===== config.mk =====
export PLATFORM = sky130hd
export DESIGN_NAME = sram_arbiter
export DESIGN_NICKNAME = d
export VERILOG_FILES = /design/src/rtl/sram_arbiter.sv
export SDC_FILE = /design/constraint.sdc
export NUM_CORES = 1
export LEC_CHECK = 0
export CELL_PAD_IN_SITES_DETAIL_PLACEMENT = 0
export CELL_PAD_IN_SITES_GLOBAL_PLACEMENT = 1
export CORE_UTILIZATION = 19
export CTS_BUF_LIST = sky130_fd_sc_hd__clkbuf_2
export CTS_CLUSTER_SIZE = 24
export DETAILED_ROUTE_END_ITERATION = 8
export PLACE_DENSITY = 0.95
export SLEW_MARGIN = 20
export SYNTH_ARGS = -nofsm -noshare
export SYNTH_HDL_FRONTEND = slang
export SYNTH_SLANG_ARGS = --single-unit

===== constraint.sdc =====
create_clock -name clk -period 4.15 [get_ports clk]
set_input_delay 0.6225 -clock clk [delete_from_list [all_inputs] [get_ports clk]]
set_output_delay 0.6225 -clock clk [all_outputs]
set_load 0.02 [all_outputs]

===== src/rtl/sram_arbiter.sv =====
// sram_arbiter: round-robin arbiter and burst sequencer sharing one single-port SRAM between two requesters
module sram_arbiter #(
    parameter int DWIDTH = 32,
    parameter int AWIDTH = 8,
    parameter int LWIDTH = 4
) (
    input  logic              clk,
    input  logic              rst_n,
    input  logic              a_req_valid,
    output logic              a_req_ready,
    input  logic              a_req_we,
    input  logic [AWIDTH-1:0] a_req_addr,
    input  logic [DWIDTH-1:0] a_req_wdata,
    input  logic [LWIDTH-1:0] a_req_len,
    output logic              a_rsp_valid,
    output logic              a_rsp_last,
    output logic [DWIDTH-1:0] a_rsp_data,
    input  logic              b_req_valid,
    output logic              b_req_ready,
    input  logic              b_req_we,
    input  logic [AWIDTH-1:0] b_req_addr,
    input  logic [DWIDTH-1:0] b_req_wdata,
    input  logic [LWIDTH-1:0] b_req_len,
    output logic              b_rsp_valid,
    output logic              b_rsp_last,
    output logic [DWIDTH-1:0] b_rsp_data,
    output logic              sram_we,
    output logic [AWIDTH-1:0] sram_addr,
    output logic [DWIDTH-1:0] sram_wdata,
    input  logic [DWIDTH-1:0] sram_rdata,
    output logic              busy
);
    typedef enum logic {IDLE, BURST} state_t;
    state_t state, state_nxt;
    logic rr_pref, owner, grant_b, acc, issue, last, req_we;
    logic rsp_v, rsp_own, rsp_last;
    logic [AWIDTH-1:0] cur_addr, req_addr;
    logic [LWIDTH-1:0] remaining, req_len;
    logic [DWIDTH-1:0] req_wdata;

    assign busy = (state == BURST);

    // Combinational outputs are forced idle while reset is asserted
    always_comb begin
        grant_b     = b_req_valid && (!a_req_valid || rr_pref);
        acc         = rst_n && !busy && (a_req_valid || b_req_valid);
        a_req_ready = acc && !grant_b;
        b_req_ready = acc && grant_b;
        req_we      = grant_b ? b_req_we : a_req_we;
        req_addr    = grant_b ? b_req_addr : a_req_addr;
        req_wdata   = grant_b ? b_req_wdata : a_req_wdata;
        req_len     = grant_b ? b_req_len : a_req_len;
        issue       = busy ? rst_n : acc && !req_we;
        last        = busy ? (remaining == LWIDTH'(1)) : (req_len == '0);
        sram_we     = acc && req_we;
        sram_addr   = acc ? req_addr : (busy && rst_n) ? cur_addr : '0;
        sram_wdata  = acc ? req_wdata : '0;
        state_nxt   = busy ? (last ? IDLE : BURST) : ((issue && !last) ? BURST : IDLE);
    end

    always_ff @(posedge clk) begin
        if (!rst_n)
            state <= IDLE;
        else
            state <= state_nxt;
    end

    always_ff @(posedge clk) begin
        if (!rst_n) begin
            rr_pref   <= 1'b0;
            owner     <= 1'b0;
            cur_addr  <= '0;
            remaining <= '0;
            rsp_v     <= 1'b0;
            rsp_own   <= 1'b0;
            rsp_last  <= 1'b0;
        end else begin
            rsp_v    <= issue;
            rsp_own  <= busy ? owner : grant_b;
            rsp_last <= last;
            if (acc) begin
                rr_pref   <= !grant_b;
                owner     <= grant_b;
                cur_addr  <= req_addr + 1'b1;
                remaining <= req_len;
            end else if (busy) begin
                cur_addr  <= cur_addr + 1'b1;
                remaining <= remaining - 1'b1;
            end
        end
    end

    assign a_rsp_valid = rsp_v && !rsp_own;
    assign b_rsp_valid = rsp_v && rsp_own;
    assign a_rsp_last  = a_rsp_valid && rsp_last;
    assign b_rsp_last  = b_rsp_valid && rsp_last;
    assign a_rsp_data  = sram_rdata;
    assign b_rsp_data  = sram_rdata;
endmodule


# Yosys cells after proc, flatten, opt, wreduce, memory -nomap -nowiden

Cells that the tools add are included.

Output and inout bits: 112
Word-level logic and storage cells: 52
Input bits: 126
Register bits: 18

Reduce and logical (&&, ||, !) cells: 23
Muxes and demuxes: 17
Add/subtract/negate cells: 3
Equal/unequal tests: 1

Operators with widths:

| cell                  | number |
|---|---|
| $mux W32              | 2 |
| $mux W8               | 5 |
| $add A8 B1 Y8 const B | 2 |
| $logic_and A1 B1 Y1   | 13 |
| $mux W4               | 3 |
| $mux W1               | 7 |
| $logic_not A1 Y1      | 6 |
| $eq A4 B1 Y1 const B  | 1 |
| $logic_not A4 Y1      | 1 |
| $sub A4 B1 Y4 const B | 1 |
| $logic_or A1 B1 Y1    | 2 |
| $reduce_bool A2 Y1    | 1 |

# Logic depth before layout (Yosys ltp)

Depth in word-level cells: 10
Depth in mapped cells: 12
Depth with buffers taken out: 10

# Least setup slack after synthesis

OpenSTA, ideal clock, no wires.

Path type: input to output
From: input port b_req_valid
To: output port sram_wdata[10]
Path buffers: 3
Path slack: 1446 ps
Arrival: 2082 ps
Cell stages on the path: 7
Cells stage by stage: buf_4 -> inv_1 -> nor2_1 -> clkbuf_1 -> clkbuf_1 -> nand2_1 -> a21oi_1

Cells in the longest elaborated chain, start to end: 3
Elaborated cells between the ends (all ways): 5
Classes of those cells: mux: 2; reduce/logical: 3

Ends and longest elaborated chain:

| item                                                      | RTL line | text |
|---|---|---|
| start: declaration                                        | 18       | `input logic b_req_valid,` |
| $logic_and A1 B1 Y1 or $logic_or A1 B1 Y1 (tied branches) | 45, 46   |  |
| $mux W32 or $logic_and A1 B1 Y1 (tied branches)           | 51, 46   |  |
| $mux W32 (*)                                              | 57       | `sram_wdata = acc ? req_wdata : '0;` |
| end: declaration                                          | 29       | `output logic [DWIDTH-1:0] sram_wdata,` |

Every way passes the cells marked *; elsewhere a longest branch is shown, timed or not.

# Worst setup path after layout

From: input port a_req_valid
To: output port sram_wdata[7]

Cells in the longest elaborated chain, start to end: 5
Elaborated cells between the ends (all ways): 7
Classes of those cells: mux: 2; reduce/logical: 5

Ends and longest elaborated chain:

| item                | RTL line | text |
|---|---|---|
| start: declaration  | 9        | `input logic a_req_valid,` |
| $logic_not A1 Y1    | 45       | `grant_b = b_req_valid && (!a_req_valid \|\| rr_pref);` |
| $logic_or A1 B1 Y1  | 45       |  |
| $logic_and A1 B1 Y1 | 45       |  |
| $mux W32            | 51       | `req_wdata = grant_b ? b_req_wdata : a_req_wdata;` |
| $mux W32 (*)        | 57       |  |

Marks and branches as above.

==> flow_metrics.tcl <==
set metrics [dict create \
    place_inst 555 \
    finalNetCount 549 \
    drv_cap 0 \
    cts_hold_buf 0 \
    yosys_warnings 0 \
    critPathCaptureType "primary output" \
    cts_max_level 1 \
    crit_path_max_fanout 17 \
    comb_power_share 0.597 \
    n_antenna_cell 0 \
    crit_type "in -> out" \
    place.gp.congestion 0.8779 \
    setup_viol 0 \
    clockRootBuffer "clkbuf_2" \
    post_cts_buffers 0 \
    ios 238 \
    vdd_drop_max_uv 92.97 \
    fmax_mhz 264.4 \
    timing.hold.ws_ns 0.4932 \
    swShare 0.3995 \
    avgRoutedWirePerCell_um 13.82 \
    dieArea_mm2 0.01197 \
    layout_commonest_cell "clkdlybuf4s50_1" \
    timing.rr.start "rr_pref" \
    cp_data_arrival_time_ns 3.16 \
    synth_edf_count 0 \
    avgSynthCellArea_um2 6.410 \
    status "finished, final reports clean" \
    cts_num_sinks 18 \
    hold_viol 0 \
    power.share.clock 0.104 \
    synth.distinct_cells 44 \
    ant_nets 0 \
    whs_path_depth 1 \
    final_cell_mix "clkdlybuf4s50_1, nand2_1, a21oi_1" \
    clock_skew_ns 0.007149 \
    synthCells 342 \
    worstHoldEndpoint "rsp_own" \
    vias_per_cell 4.528 \
    ys_dominant_reg_cell "dfxtp_1" \
    instances_no_fill 559 \
    async_flop_share 0 \
    grt_max_degree 32 \
    cts_buffers 3 \
    rr_worst_depth 9 \
    grt_pass1_vias 2238 \
    wirelength_um 7724 \
    antenna_found_initial 0 \
    die_x_um 109.4 \
    yosysSeqAreaShare 0.1644 \
    p_int_uw 445.0 \
    drt-initial-drc-count 135 \
    drt_pass1_iterations 5 \
    p_switching_uw 296.0 \
    area_growth_pct 52.80 \
    grt_pass1_wl_um 10900 \
    drcViolationCount 0 \
    num_vias 2531 \
    drive_gt1_frac 0.05251 \
    post_cts_resized 0 \
    critPathSlowestCell "clkdlybuf4s50_1" \
    cts_tree "yes" \
    clk_pin_slew_ns 0.17 \
    max_stage_delay_ns 0.63 \
    finalCritPeriodShare 0.9114 \
    finalSetupTns_ns 0 \
    r2r-end "cur_addr[4]" \
    hold_class "reg -> reg" \
    die_y_um 109.4 \
    crit_required_ns 3.53 \
    p_leak_nw 1.349 \
    period_minus_slack_ns 3.782 \
    final_cell_area_mm2 0.003349 \
    start_util 0.1987 \
    power_density_mw_per_mm2 221.2 \
    clock_latency_ns 0.31 \
    core_mm2 0.01103 \
    hold_path_startpoint "owner" \
    grt-ovfl-total 0 \
    cpMostUsedCell "clkdlybuf4s50_1" \
    grt_setup_unrepaired "no" \
    worstSetupStartpointType "input pin" \
    relSlewSlack 0.5723 \
    rows 38 \
    total_power_uw 741.1 \
    worst_slew_pin_slew_ns 0.6409 \
    synth_fp_nets 471 \
    dpl.hpwl_um 6233 \
    portBuffers 141 \
    finalMaxSlewViolations 0 \
    grt.total_usage 0.1155 \
    seqPwrFrac 0.299 \
    dpl_cell_area_mm2 0.003331 \
    ff2ff_setup_slack_ns 1.59 \
    crit_chain "clkdlybuf4s50_1 -> and2b_1 -> nor2_2 -> buf_4 -> nand2_1 -> a21oi_1 -> clkdlybuf4s50_1" \
    syn_area_mm2 0.002192 \
    synth_seq_cells 18 \
    clk_path_buf_depth 2 \
]
-- layout make-up --
class	instances	area, µm²
Fill cell	1207	7681
Timing Repair Buffer	154	1509
Sequential cell	18	360.3
Inverter	5	18.77
Clock inverter	1	3.754
Clock buffer	3	15.01
Multi-Input combinational cell	238	1267
Tap cell	140	175.2
-- routing by layer --
layer / share of wire / vias up / track usage
met2: 0.48 / 146 / 0.2044
met3: 0.096 / 8 / 0.02193
met1: 0.42 / 1144 / 0.1433
li1: - / 1233 / -
met5: 0 / - / 0
met4: 0.0096 / 0 / 0.02762
-- synthesized netlist by cell type (all sizes together), types with 3 or more instances --
cell type	number	area share
nand2b	3	0.012
xor2	3	0.012
o21ai	15	0.036
ha	3	0.017
buf	68	0.23
dfxtp	18	0.16
a21o	7	0.024
nand3	3	0.0068
a211oi	4	0.014
nor2	18	0.031
nand2	97	0.17
inv	4	0.0068
nor3	4	0.014
a21oi	42	0.096
clkbuf	13	0.022
mux2i	7	0.032
and3	3	0.0086
-- stage by stage --
stage,setup slack (ns),utilization
global placement,0.4213,0.3020
floorplan,1.446,-
finish,0.3677,0.3037
CTS,0.3354,0.3037
global route,0.2153,0.3037
detailed placement,0.3593,0.3020
-- critical path: cells and delay by family --
| family | cells | cell delay, ns |
|---|---|---|
| buf+inv | 3 | 1.48 |
| simple gates | 3 | 0.90 |
| compound gates | 1 | 0.14 |
-- flip-flops by register name, summed over array words and instances (netlist names) --
signal / cells
owner: 1
rr_pref: 1
busy: 1
rsp_v: 1
rsp_own: 1
cur_addr: 8
remaining: 4
rsp_last: 1
-- cell families after synthesis --
kind of cell / synth area share
muxes: 0.03710
AOI/OAI and AO/OA: 0.2255
and+or+nand+nor: 0.2740
DFF: 0.1644
xor gates and xnor gates: 0.01998
buffers and inverters: 0.2620
adders and majority gates: 0.01713
-- power groups by stage --
| stage | clock network [mW] | registers [mW] | logic, mW |
|---|---|---|---|
| finish | 0.0771 | 0.222 | 0.442 |
| CTS | 0.0799 | 0.222 | 0.444 |
| detailed placement | 0 | 0.226 | 0.441 |
| global route | 0.0884 | 0.226 | 0.480 |
| floorplan | 0 | 0.219 | 0.317 |
| global placement | 0 | 0.224 | 0.437 |
-- worst max-delay path by stage --
stage / to / depth (start not counted) / start
after floorplan: sram_wdata[10] / 7 / b_req_valid
after global placement: sram_wdata[7] / 7 / a_req_valid
after detailed placement: sram_wdata[7] / 7 / a_req_valid
after CTS: sram_wdata[7] / 7 / a_req_valid
after global routing: sram_addr[5] / 6 / rst_n
final: sram_wdata[7] / 7 / a_req_valid
Note: power is estimated with default switching activity, not from simulation.
==> patch: new RTL, config.mk and constraints unchanged <==
The parameter `AWIDTH` goes from 8 to 12.
--- a/src/rtl/sram_arbiter.sv
+++ b/src/rtl/sram_arbiter.sv
@@ -1,7 +1,7 @@
 // sram_arbiter: round-robin arbiter and burst sequencer sharing one single-port SRAM between two requesters
 module sram_arbiter #(
     parameter int DWIDTH = 32,
-    parameter int AWIDTH = 8,
+    parameter int AWIDTH = 12,
     parameter int LWIDTH = 4
 ) (
     input  logic              clk,
Interface: changed (resized a_req_addr, b_req_addr and sram_addr); port bits go from 238 to 250. No check against the original RTL was run, so the function may have changed too.
==> patch against the original RTL <==
Global-route usage grew 3.6 points. Critical path type unchanged. Total power grew 28%. Register-to-register slack lost 0.26 ns. Area after synthesis grew 19%. First-iteration DRC count grew 40%. Die area grew 19%. Cell count grew 8.4%. Largest cell class unchanged. Largest power group unchanged. Sequential cell count grew 4. Worst setup slack gained 0.14 ns. Final area grew 17%. Worst hold slack is essentially flat. Routed wire length grew 48%.
==> patch: results (changes against the original RTL) <==
| Metric | Value |
|---|---|
| Status | finished clean |
| FF/Latch Area | 440 sq um (+22%) |
| Worst setup path end | sram_wdata[19] |
| Reg2reg end | cur_addr[6] |
| Clock network fraction of design power | 16.6% (+6.2 points) |
| Worst EP arrival | 3.02 ns (-0.14 ns) |
| Int Power | 584 uW (+31%) |
| # port buffers | 153 (+8.5%) |
| Worst Hold Endpoint | cur_addr[0] |
| Layout cells sized above 1 | 6.74% (+1.5 points) |
| Fin Hold WS | 0.494 ns (+0.000479 ns) |
| Detailed Route WL | 11400 um (+48%) |
| EDFF count, synth | 0 (unchanged) |
| Crit-path max FO | 23 (+6) |
| Largest net degree at the start of global routing | 25 (-22%) |
| Post-synthesis sequential area ratio | 16.9% (+0.44 points) |
| Max transition margin | 39.9% (-17 points) |
| Syn Nets | 486 (+3.2%) |
| Worst Skew | 0.0117 ns (+0.00457 ns) |
| Post-DP HPWL | 9060 um (+45%) |
| Vias in the first global route | 2930 (+31%) |
| Clock slew at reported path FFs | 0.23 ns (+0.06 ns) |
| Crit-path max cell delay | 0.61 ns (-0.02 ns) |
| Placed insts | 602 (+8.5%) |
| Post-CTS Resized | 0 (unchanged) |
| Origin of the critical flop-to-flop path | busy |
| Synth Flop Type | dfxtp_1 |
| DP Area | 3880 sq um (+17%) |
| Global-route wire length before repair | 16900 um (+55%) |
| Setup Slack @ Placement | 0.533 ns (+0.174 ns) |
| Pwr Total | 945 uW (+28%) |
| Vias | 2950 (+17%) |
| Min-delay src | cur_addr[0] |
| Min Tclk post-route | 3.64 ns (-0.141 ns) |
| Largest registers | cur_addr: 12 flops, remaining: 4 flops |
| Final GP Congestion | 0.910 (+3.7%) |
| Fill cells | 1430 (+18%) |
| Post-Syn Instances | 349 (+2.0%) |
| Synth area leaders | buf_4 19%, dfxtp_1 17%, a22o_1 11%, nand2_1 5.9%, o21ai_0 3.6% |
| CTS H-tree depth | 1 (unchanged) |
| Worst VDD drop | 0.0000961 V (+3.4%) |
| Final net count | 568 (+3.5%) |
| All-Layer GR Usage | 15.1% (+3.6 points) |
| Reg2Reg Depth | 11 (+2) |
| Hold Path Cell Cnt | 2 (+1) |
| Avg Vias per Cell | 4.87 (+7.5%) |
| Lkg Pwr | 1.52 nW (+13%) |
| DR iter-0 viols | 189 (+40%) |
| Num CTS Buffers | 3 (unchanged) |
| Synth top cells by count | 65 x buf_4, 41 x nand2_1, 33 x a22o_1 |
| Worst-Skew Late Latency | 0.34 ns (+0.03 ns) |
## patch: cell count changes in the layout (fill, tap and decap cells not counted), moves of 5 or more
cell / change
inv_1: +5
nand2_1: -56
clkdlybuf4s50_1: +11
a21oi_1: -30
a22o_1: +33
and3_1: +5
o21ai_0: +5
## patch: kinds of logic after synthesis
group / count (synthesis) / share of synthesized area, %
AOI/OAI and AO/OA: 116 / 34.1
buffers and inverters: 95 / 23.5
DFF: 22 / 16.9
muxes: 5 / 1.92
adders and majority gates: 3 / 1.44
and+or+nand+nor: 106 / 21.5
xor gates and xnor gates: 2 / 0.671
## patch: cell type report
class,count,area share [%]
well taps,176,5.61
clock buffers,3,0.382
clock inverters,1,0.764
inverters,8,0.764
multi-input cells,232,39.6
repair buffers,164,41.7
flip-flops and latches,22,11.2
## patch: metal layers
metal	vias up	global-route usage [%]	wire, um
met4	0	2.77	136
li1	1379	-	-
met1	1388	18.4	4620
met3	10	3.69	1140
met2	173	27.0	5530
met5	-	0	0
